### src/rtl/stream_rr_merge_arbiter_pkg.sv
// Shared types for the round-robin stream merge arbiter.
// FSM state encoding and index-width helper.
package stream_rr_merge_arbiter_pkg;

    typedef enum logic {
        ARB_IDLE  = 1'b0,
        ARB_BURST = 1'b1
    } arb_state_e;

    function automatic int clog2_min1(input int n);
        return (n <= 2) ? 1 : $clog2(n);
    endfunction

endpackage

### src/rtl/stream_rr_merge_arbiter_pick.sv
// Round-robin picker: rotate requests by ptr, then priority-encode.
// Returns the first requester at or after ptr, wrapping.
module stream_rr_merge_arbiter_pick #(
    parameter int NUM_IN    = 4,
    parameter int IDX_WIDTH = 2
) (
    input  logic [NUM_IN-1:0]    req_i,
    input  logic [IDX_WIDTH-1:0] ptr_i,
    output logic                 valid_o,
    output logic [IDX_WIDTH-1:0] idx_o
);

    logic [2*NUM_IN-1:0] dbl;
    logic [NUM_IN-1:0]   rot;
    int                  off;
    int                  sum;

    always_comb begin
        dbl     = {req_i, req_i};
        rot     = NUM_IN'(dbl >> ptr_i);
        valid_o = |rot;
        off     = 0;
        for (int k = NUM_IN - 1; k >= 0; k--) begin
            if (rot[k]) off = k;
        end
        sum = int'(ptr_i) + off;
        if (sum >= NUM_IN) sum = sum - NUM_IN;
        idx_o = IDX_WIDTH'(sum);
    end

endmodule

### src/rtl/stream_rr_merge_arbiter.sv
// Merges NUM_IN FWFT streams into one FIFO write port, round-robin
// with bursts of up to MAX_BURST beats and a registered output.
module stream_rr_merge_arbiter
    import stream_rr_merge_arbiter_pkg::*;
#(
    parameter  int NUM_IN     = 4,
    parameter  int DATA_WIDTH = 32,
    parameter  int MAX_BURST  = 8,
    localparam int IDX_WIDTH  = clog2_min1(NUM_IN)
) (
    input  logic                         clk,
    input  logic                         reset,
    input  logic [NUM_IN-1:0]            in_empty_n,
    output logic [NUM_IN-1:0]            in_read,
    input  logic [NUM_IN*DATA_WIDTH-1:0] in_dout,
    input  logic                         out_full_n,
    output logic                         out_write,
    output logic [DATA_WIDTH-1:0]        out_din,
    output logic [IDX_WIDTH-1:0]         out_src
);

    localparam int CNT_W = $clog2(MAX_BURST + 1);
    localparam logic [CNT_W-1:0] LAST_BEAT = CNT_W'(MAX_BURST - 1);
    localparam logic [IDX_WIDTH-1:0] LAST_IDX = IDX_WIDTH'(NUM_IN - 1);

    arb_state_e            state_q;
    logic [IDX_WIDTH-1:0]  grant_q;
    logic [IDX_WIDTH-1:0]  rr_ptr_q;
    logic [IDX_WIDTH-1:0]  rr_ptr_d;
    logic [CNT_W-1:0]      beat_cnt_q;
    logic                  out_write_q;
    logic [DATA_WIDTH-1:0] out_din_q;
    logic [IDX_WIDTH-1:0]  out_src_q;

    logic                  pick_valid;
    logic [IDX_WIDTH-1:0]  pick_idx;
    logic                  pop;
    logic [DATA_WIDTH-1:0] din_arr [NUM_IN];

    for (genvar i = 0; i < NUM_IN; i++) begin : g_unpack
        assign din_arr[i] = in_dout[i*DATA_WIDTH +: DATA_WIDTH];
    end

    stream_rr_merge_arbiter_pick #(
        .NUM_IN    (NUM_IN),
        .IDX_WIDTH (IDX_WIDTH)
    ) u_pick (
        .req_i   (in_empty_n),
        .ptr_i   (rr_ptr_q),
        .valid_o (pick_valid),
        .idx_o   (pick_idx)
    );

    assign pop = (state_q == ARB_BURST) && in_empty_n[grant_q] && out_full_n;

    // Rotation target once the current grant is released
    assign rr_ptr_d = (grant_q == LAST_IDX) ? '0 : grant_q + IDX_WIDTH'(1);

    always_comb begin
        in_read = '0;
        if (pop) in_read[grant_q] = 1'b1;
    end

    always_ff @(posedge clk) begin
        if (reset) begin
            state_q     <= ARB_IDLE;
            grant_q     <= '0;
            rr_ptr_q    <= '0;
            beat_cnt_q  <= '0;
            out_write_q <= 1'b0;
            out_din_q   <= '0;
            out_src_q   <= '0;
        end else begin
            out_write_q <= pop;
            if (pop) begin
                out_din_q <= din_arr[grant_q];
                out_src_q <= grant_q;
            end
            case (state_q)
                ARB_IDLE: begin
                    if (pick_valid) begin
                        grant_q    <= pick_idx;
                        beat_cnt_q <= '0;
                        state_q    <= ARB_BURST;
                    end
                end
                ARB_BURST: begin
                    if (pop) begin
                        beat_cnt_q <= beat_cnt_q + CNT_W'(1);
                        if (beat_cnt_q == LAST_BEAT) begin
                            state_q  <= ARB_IDLE;
                            rr_ptr_q <= rr_ptr_d;
                        end
                    end else if (!in_empty_n[grant_q]) begin
                        state_q  <= ARB_IDLE;
                        rr_ptr_q <= rr_ptr_d;
                    end
                end
                default: state_q <= ARB_IDLE;
            endcase
        end
    end

    assign out_write = out_write_q;
    assign out_din   = out_din_q;
    assign out_src   = out_src_q;

endmodule
### config.mk
export PLATFORM = sky130hd
export DESIGN_NAME = stream_rr_merge_arbiter
export DESIGN_NICKNAME = d
export VERILOG_FILES = /design/src/rtl/stream_rr_merge_arbiter_pkg.sv /design/src/rtl/stream_rr_merge_arbiter_pick.sv /design/src/rtl/stream_rr_merge_arbiter.sv
export SDC_FILE = /design/constraint.sdc
export NUM_CORES = 1
export LEC_CHECK = 0
export CAP_MARGIN = 40
export CORE_UTILIZATION = 30
export CTS_CLUSTER_SIZE = 30
export DETAILED_ROUTE_END_ITERATION = 8
export DONT_BUFFER_PORTS = 1
export HOLD_SLACK_MARGIN = 0.05
export MAX_ROUTING_LAYER = met4
export PLACE_DENSITY = 0.5
export SKIP_CTS_REPAIR_TIMING = 1
export SYNTH_ARGS = -nofsm -noshare
export SYNTH_HDL_FRONTEND = slang
export SYNTH_SLANG_ARGS = --single-unit
### constraint.sdc
create_clock -name clk -period 5 [get_ports clk]
set_clock_uncertainty 0.1 [all_clocks]
set_input_delay 0.25 -clock clk [delete_from_list [all_inputs] [get_ports clk]]
set_output_delay 0.25 -clock clk [all_outputs]
set_load 0.02 [all_outputs]
Word level (Yosys, flattened, before mapping)
Index checks and enable logic that the tools add are counted.
{ "word_totals": {"ff_bits": 44, "latch_bits": 0, "mem_bits_rw": 0, "mem_bits_ro": 0, "input_bits": 135, "out_inout_bits": 39, "wordCells": 56, "n_memories": 0} }
{ "classes": {"add_sub_neg": 4, "n_mul": 0, "div": 0, "order_cmp": 4, "n_eq_ne": 6, "shift": 1, "muxes": 25, "bitwise": 2, "reduce_logical": 7} }
{ "ops": {"columns": ["operator", "count"], "rows": [
  ["32-bit binary-select mux with 2-bit select", 1],
  ["32-bit 2-to-1 mux", 2],
  ["2-bit 2-to-1 mux", 9],
  ["4-bit 2-to-1 mux", 3],
  ["4-bit case mux with 2 select lines", 1],
  ["8-bit by 2-bit right shift with 4-bit output", 1],
  ["3-bit greater-or-equal comparator, second input constant", 2],
  ["1-bit 2-to-1 mux", 6],
  ["4-bit by 1-bit adder with 4-bit output, second input constant", 1],
  ["4-bit by 3-bit == test with 1-bit output, second input constant", 1],
  ["2-bit by 1-bit != test with 1-bit output, second input constant", 2],
  ["2-bit != test, second input constant", 2],
  ["2-bit AND reduction", 2],
  ["4-bit OR reduction", 1],
  ["2-bit by 2-bit adder with 3-bit output", 1],
  ["1-bit logical AND", 3],
  ["2-bit by 3-bit less-than comparator with 1-bit output, second input constant", 1],
  ["2-bit NOT with 3-bit output", 1],
  ["3-bit AND reduction", 1],
  ["2-bit by 1-bit adder with 2-bit output, second input constant", 1],
  ["1-bit binary-select mux with 2-bit select", 1],
  ["1-bit demux with 2-bit select", 1],
  ["2-bit == test, second input constant", 1],
  ["2-bit by 1-bit greater-or-equal comparator with 1-bit output, second input constant", 1],
  ["3 further kinds", 3]
]} }

Depth between registers and ports, before layout
{ "logic_depth": {"depth_word": 8, "depth_mapped": 10, "depth_no_buf": 9} }

Hierarchy
From an unflattened synthesis, not the netlist that was laid out.
{ "unflattened": {"cells_unflattened": 275, "area_unflattened_um2": 2701.3} }
{ "by_module_without_submodules": {"columns": ["module", "instances", "cells_each", "area_per_inst_um2", "seq_area_each_um2"], "rows": [
  ["stream_rr_merge_arbiter", 1, 252, 2521.2, 880.8],
  ["stream_rr_merge_arbiter_pick", 1, 23, 180.2, 0.0]
]} }

Least setup slack after synthesis
Ideal clock, no wire load.
{ "synth_path": {"path_kind": "flip-flop to flip-flop", "startpoint": "reg rr_ptr_q[0]", "endpoint": "reg grant_q[1]", "setup_time_ns": 0.095, "arrival_time_ns": 1.655, "t_required_ns": 4.805, "slack_ns": 3.149, "stages_incl_launch_ff": 8, "n_path_buf": 1, "synth_period_minus_slack_ns": 1.851, "path_cell_list": "dfxtp_1 clkbuf_1 or4_1 o2111ai_1 ha_1 xor2_1 nand2_1 o311ai_1"} }
{ "synth_between": {"elab_chain_len": 8, "word_cells_on_any_way": 11, "classes_between": "add/sub (2); order compare (1); shift (1); mux (5); reduce/logical (2)"} }
{ "synth_lines": {"columns": ["item", "line", "rtl"], "rows": [
  ["start, declared", "stream_rr_merge_arbiter.sv:28", "logic [IDX_WIDTH-1:0] rr_ptr_q;"],
  ["start signal, assigned", "stream_rr_merge_arbiter.sv:92", "rr_ptr_q <= rr_ptr_d;"],
  ["start signal, assigned", "stream_rr_merge_arbiter.sv:96", "rr_ptr_q <= rr_ptr_d;"],
  ["8-bit by 2-bit right shift with 4-bit output", "stream_rr_merge_arbiter_pick.sv:20", "rot = NUM_IN'(dbl >> ptr_i);"],
  ["2-bit 2-to-1 mux (4 in series)", "stream_rr_merge_arbiter_pick.sv:24", "if (rot[k]) off = k;"],
  ["2-bit by 2-bit adder with 3-bit output", "stream_rr_merge_arbiter_pick.sv:26", "sum = int'(ptr_i) + off;"],
  ["3-bit greater-or-equal comparator or 2-bit by 1-bit subtractor with 2-bit output (tied branches)", "stream_rr_merge_arbiter_pick.sv:27", "if (sum >= NUM_IN) sum = sum - NUM_IN;"],
  ["2-bit 2-to-1 mux", "stream_rr_merge_arbiter_pick.sv:27", null],
  ["end signal, assigned", "stream_rr_merge_arbiter.sv:82", "grant_q <= pick_idx;"],
  ["end, declared", "stream_rr_merge_arbiter.sv:27", "logic [IDX_WIDTH-1:0] grant_q;"]
]} }
Several ways; a longest one is shown, not always the timed one.
A chain may end at the register's enable or synchronous reset.

Worst setup path after layout
{ "layout_path": {"startpoint": "reg grant_q[1]", "endpoint": "reg beat_cnt_q[3]"} }
{ "layout_between": {"elab_chain_len": 6} }
{ "layout_lines": {"columns": ["item", "line", "rtl"], "rows": [
  ["1-bit binary-select mux with 2-bit select", "stream_rr_merge_arbiter.sv:54", "assign pop = (state_q == ARB_BURST) && in_empty_n[grant_q] && out_full_n;"],
  ["1-bit 2-to-1 mux (not written as such)", "stream_rr_merge_arbiter.sv:54", null],
  ["1-bit logical AND (2 in series)", "stream_rr_merge_arbiter.sv:54", null],
  ["2-bit by 1-bit != test with 1-bit output (no line)", null, null],
  ["2-bit AND reduction (no line)", null, null],
  ["end signal, assigned", "stream_rr_merge_arbiter.sv:89", "beat_cnt_q <= beat_cnt_q + CNT_W'(1);"],
  ["end, declared", "stream_rr_merge_arbiter.sv:30", "logic [CNT_W-1:0] beat_cnt_q;"]
]} }
No other way between the ends. The select of a mux whose other input is x is not followed.

==> results.sh <==
export IMPL_cell_area_power_density_nw_per_um2=307
export IMPL_cpMaxStageDelayCell="sky130_fd_sc_hd__o22a_1"
export IMPL_hold_class="in -> reg"
export IMPL_count_of_final_setup_violators=0
export IMPL_placement_io_buffers=0
export IMPL_slew_viol_final=0
export IMPL_final_min_period_over_clock_period_pct=53.5
export IMPL_syn_nets=423
export IMPL_boundaryPins=174
export IMPL_syn2layout_area_growth_pct=5.23
export IMPL_cts_path_max_buffers=2
export IMPL_placement_rows=34
export IMPL_routed_wl_um=6870
export IMPL_detail_route_antenna_nets=0
export IMPL_max_vdd_ir_drop_v=0.000113
export IMPL_cts_sinks=44
export IMPL_dominantRegCellSynth="sky130_fd_sc_hd__dfxtp_1"
export IMPL_post_layout_worst_setup_margin_ps=2320
export IMPL_core_area_um2=8720
export IMPL_die_area_um2=9400
export IMPL_rsz0062_at_grt="no"
export IMPL_timing_fmax_mhz=374
export IMPL_seq_power_share_pct=49.0
export IMPL_clk_latency_ps=290
export IMPL_routabilityCongestion=0.729
export IMPL_clk_pin_slew_worst_paths_ps=80
export IMPL_htree_num_levels=2
export IMPL_cp_cell_sequence="buf_12 > mux2i_2 > o22a_1 > buf_4 > or3_1 > a21boi_1"
export IMPL_regToRegSetupSlack_ps=2320
export IMPL_cts_tree="yes"
export IMPL_grt_first_pass_wirelength_um=10500
export IMPL_synth_area_per_cell_um2=9.59
export IMPL_cap_violations=0
export IMPL_firstDrtPassIters=4
export IMPL_synth_edf_count=0
export IMPL_power_clock_fraction_pct=24.5
export IMPL_cts_root_buffer="sky130_fd_sc_hd__clkbuf_8"
export IMPL_post_synth_instance_area_um2=2700
export IMPL_timing_critical_path_to_type="register"
export IMPL_multi_input_area_um2=1660
export IMPL_post_synth_num_cell_types=38
export IMPL_switching_share_pct=31.6
export IMPL_worstMarginPinSlew_ps=693
export IMPL_worst_ep_arrival_time_ps=2760
export IMPL_whs_endpoint="beat_cnt_q[2]"
export IMPL_seqCellArea_um2=883
export IMPL_number_of_antenna_violations_at_the_first_check_in_global_routing=2
export IMPL_synth_seq_area_share_pct=32.6
export IMPL_via_per_inst=5.44
export IMPL_layout_filler_cells=873
export IMPL_post_layout_total_power_w=0.000874
export IMPL_crit_path_max_fanout=28
export IMPL_globalRouteTotalUtil_pct=14.7
export IMPL_slew_headroom_pct=53.8
export IMPL_worstReg2RegStart="grant_q[1]"
export IMPL_dieHeight_um=96.9
export IMPL_timing_critical_path_required_ps=5080
export IMPL_post_route_drc_count=0
export IMPL_nNetsFinal=411
export IMPL_postSynthRegisterBits=44
export IMPL_critical_path_startpoint="grant_q[1]"
export IMPL_start_util_pct=31.0
export IMPL_yosys_warnings=0
export IMPL_power_switching_w=0.000276
export IMPL_crit_reg2reg_capture="beat_cnt_q[3]"
export IMPL_post_route_cell_area_um2=2850
export IMPL_status="finished, final reports clean"
export IMPL_dp_final_hpwl_um=4990
export IMPL_postSynth_asyncResetShare_pct=0
export IMPL_tns_ps=0
export IMPL_pin_count_of_the_biggest_net_entering_global_routing=45
export IMPL_drt_iter0_drc=43
export IMPL_finalCriticalPeriod_ps=2680
export IMPL_layout_core_utilization_pct=32.6
export IMPL_internal_power_w=0.000597
export IMPL_number_of_cts_inserted_buffers=5
export IMPL_die_width_um=96.9
export IMPL_share_comb_of_total_power_pct=26.5
export IMPL_report_final_hold_viol_count=0
export IMPL_delay_of_the_slowest_cell_on_the_worst_path_ps=670
export IMPL_min_from="reset"
export IMPL_worst_r2r_path_depth=6
export IMPL_drt_wirelength_per_cell_um=18.1
export IMPL_global_route_congestion_overflow_total=0
export IMPL_placement_cell_area_um2=2740
export IMPL_cp_start_kind="register"
export IMPL_vias=2066
export IMPL_post_synth_inst_count=282
export IMPL_first_global_vias=2032
export IMPL_timing_hold_worst_path_depth=2
export IMPL_dp_worst_setup_slack_ps=2270
export IMPL_drive_above_1_share_pct=18.5
export IMPL_path_class="reg -> reg"
export IMPL_cellLeakagePower_nw=0.888
[stage by stage]
step | cells | hold slack, ps
floorplan | 282 | 357
global placement | 369 | 218
detailed placement | 370 | 220
CTS | 377 | -102
global route | 380 | 65.6
finish | 380 | 66.4
[power groups by stage]
stage | Combinational [W] | Clock, W | Sequential (W)
CTS | 0.000231 | 0.000228 | 0.000429
global placement | 0.000211 | 0 | 0.000448
finish | 0.000232 | 0.000214 | 0.000428
floorplan | 0.000226 | 0 | 0.000414
global route | 0.000257 | 0.000241 | 0.000433
detailed placement | 0.000230 | 0 | 0.000437
[state kept, by name, summed over array words and instances, names as in the netlist]
signal / cells
rr_ptr_q: 2
state_q: 1
out_write: 1
out_src: 2
grant_q: 2
beat_cnt_q: 4
out_din: 32
[area by class of cell]
type | count | area share (%)
Multi-Input combinational cell | 209 | 58.4
Sequential cell | 44 | 31.0
Tap cell | 108 | 4.75
Clock buffer | 6 | 2.55
Timing Repair Buffer | 5 | 2.20
Inverter | 5 | 0.660
Clock inverter | 1 | 0.176
Antenna cell | 2 | 0.176
[layer usage]
layer	vias to the layer above	track usage (%)	share of wire (%)
met2	114	25.7	50
met4	0	3.79	1.0
met1	958	15.7	39
met5	-	-	0
met3	6	5.20	10
li1	988	-	-
[Yosys cell counts (2+ instances only)]
library cell                n  share of area, %
sky130_fd_sc_hd__a21boi_1   2              0.56
sky130_fd_sc_hd__and2_1     4              0.93
sky130_fd_sc_hd__mux2i_1    2              0.74
sky130_fd_sc_hd__or3_1      2              0.46
sky130_fd_sc_hd__nand3_1    6               1.1
sky130_fd_sc_hd__clkbuf_2   2              0.37
sky130_fd_sc_hd__mux4_2    33                27
sky130_fd_sc_hd__nand2_1   77                11
sky130_fd_sc_hd__o22a_1     2              0.65
sky130_fd_sc_hd__inv_1      5              0.69
sky130_fd_sc_hd__o22ai_1    2              0.46
sky130_fd_sc_hd__ha_1       6               2.8
sky130_fd_sc_hd__buf_2      3              0.56
sky130_fd_sc_hd__a21oi_1   38               7.0
sky130_fd_sc_hd__nand2b_1   3              0.69
sky130_fd_sc_hd__a31oi_1    2              0.46
sky130_fd_sc_hd__dfxtp_1   44                33
sky130_fd_sc_hd__buf_4      8               2.2
sky130_fd_sc_hd__nor2_1    11               1.5
sky130_fd_sc_hd__nand3b_1   2              0.56
sky130_fd_sc_hd__buf_6      3               1.2
sky130_fd_sc_hd__clkbuf_1   8               1.1
sky130_fd_sc_hd__o21ai_1    2              0.37
[cell usage in the layout, fill, tap and decap left out, drive strengths merged]
master   instances
o22ai            3
and2             4
diode            2
a21oi           38
nor3             1
nand2b           3
o21ai            3
xor2             1
a21boi           2
o22a             2
mux2i            3
clkbuf           6
nand2           77
mux2             2
inv              5
nand3            6
o2111ai          1
ha               6
nand3b           2
nor2b            1
buf              5
or3              2
and3b            1
nor4             1
or4              1
a31oi            2
nor2            11
o211ai           1
mux4            33
dfxtp           44
o311ai           1
clkinv           1
or2              1
[kinds of logic (layout without fill, tap and decap cells)]
| group | after synthesis | in the layout | synth area share (%) |
|---|---|---|---|
| and+or+nand+nor | 111 | 111 | 17.4 |
| xor gates and xnor gates | 1 | 1 | 0.324 |
| adders and majority gates | 6 | 6 | 2.78 |
| other | 0 | 2 | 0 |
| buffers and inverters | 29 | 17 | 6.20 |
| AOI/OAI and AO/OA | 53 | 53 | 11.1 |
| DFF | 44 | 44 | 32.6 |
| muxes | 38 | 38 | 29.6 |
[how the worst max path moves through the flow]
stage / endpoint / slack (ps) / depth (start not counted)
2_1_floorplan: grant_q[1] / 3150 / 7
3_3_place_gp: beat_cnt_q[3] / 2120 / 5
3_5_place_dp: beat_cnt_q[2] / 2270 / 6
4_1_cts: beat_cnt_q[2] / 2280 / 6
5_1_grt: out_din[14] / 2110 / 6
6_report: beat_cnt_q[3] / 2320 / 6
[worst max-delay path: cells and delay by family (launching register included)]
| family | cells | cell delay (ps) |
|---|---|---|
| and+or+nand+nor | 1 | 140 |
| muxes | 1 | 410 |
| buffers and inverters | 2 | 620 |
| AOI/OAI and AO/OA | 2 | 720 |
| DFF | 1 | 550 |
Power figures use the tool's default switching activity.
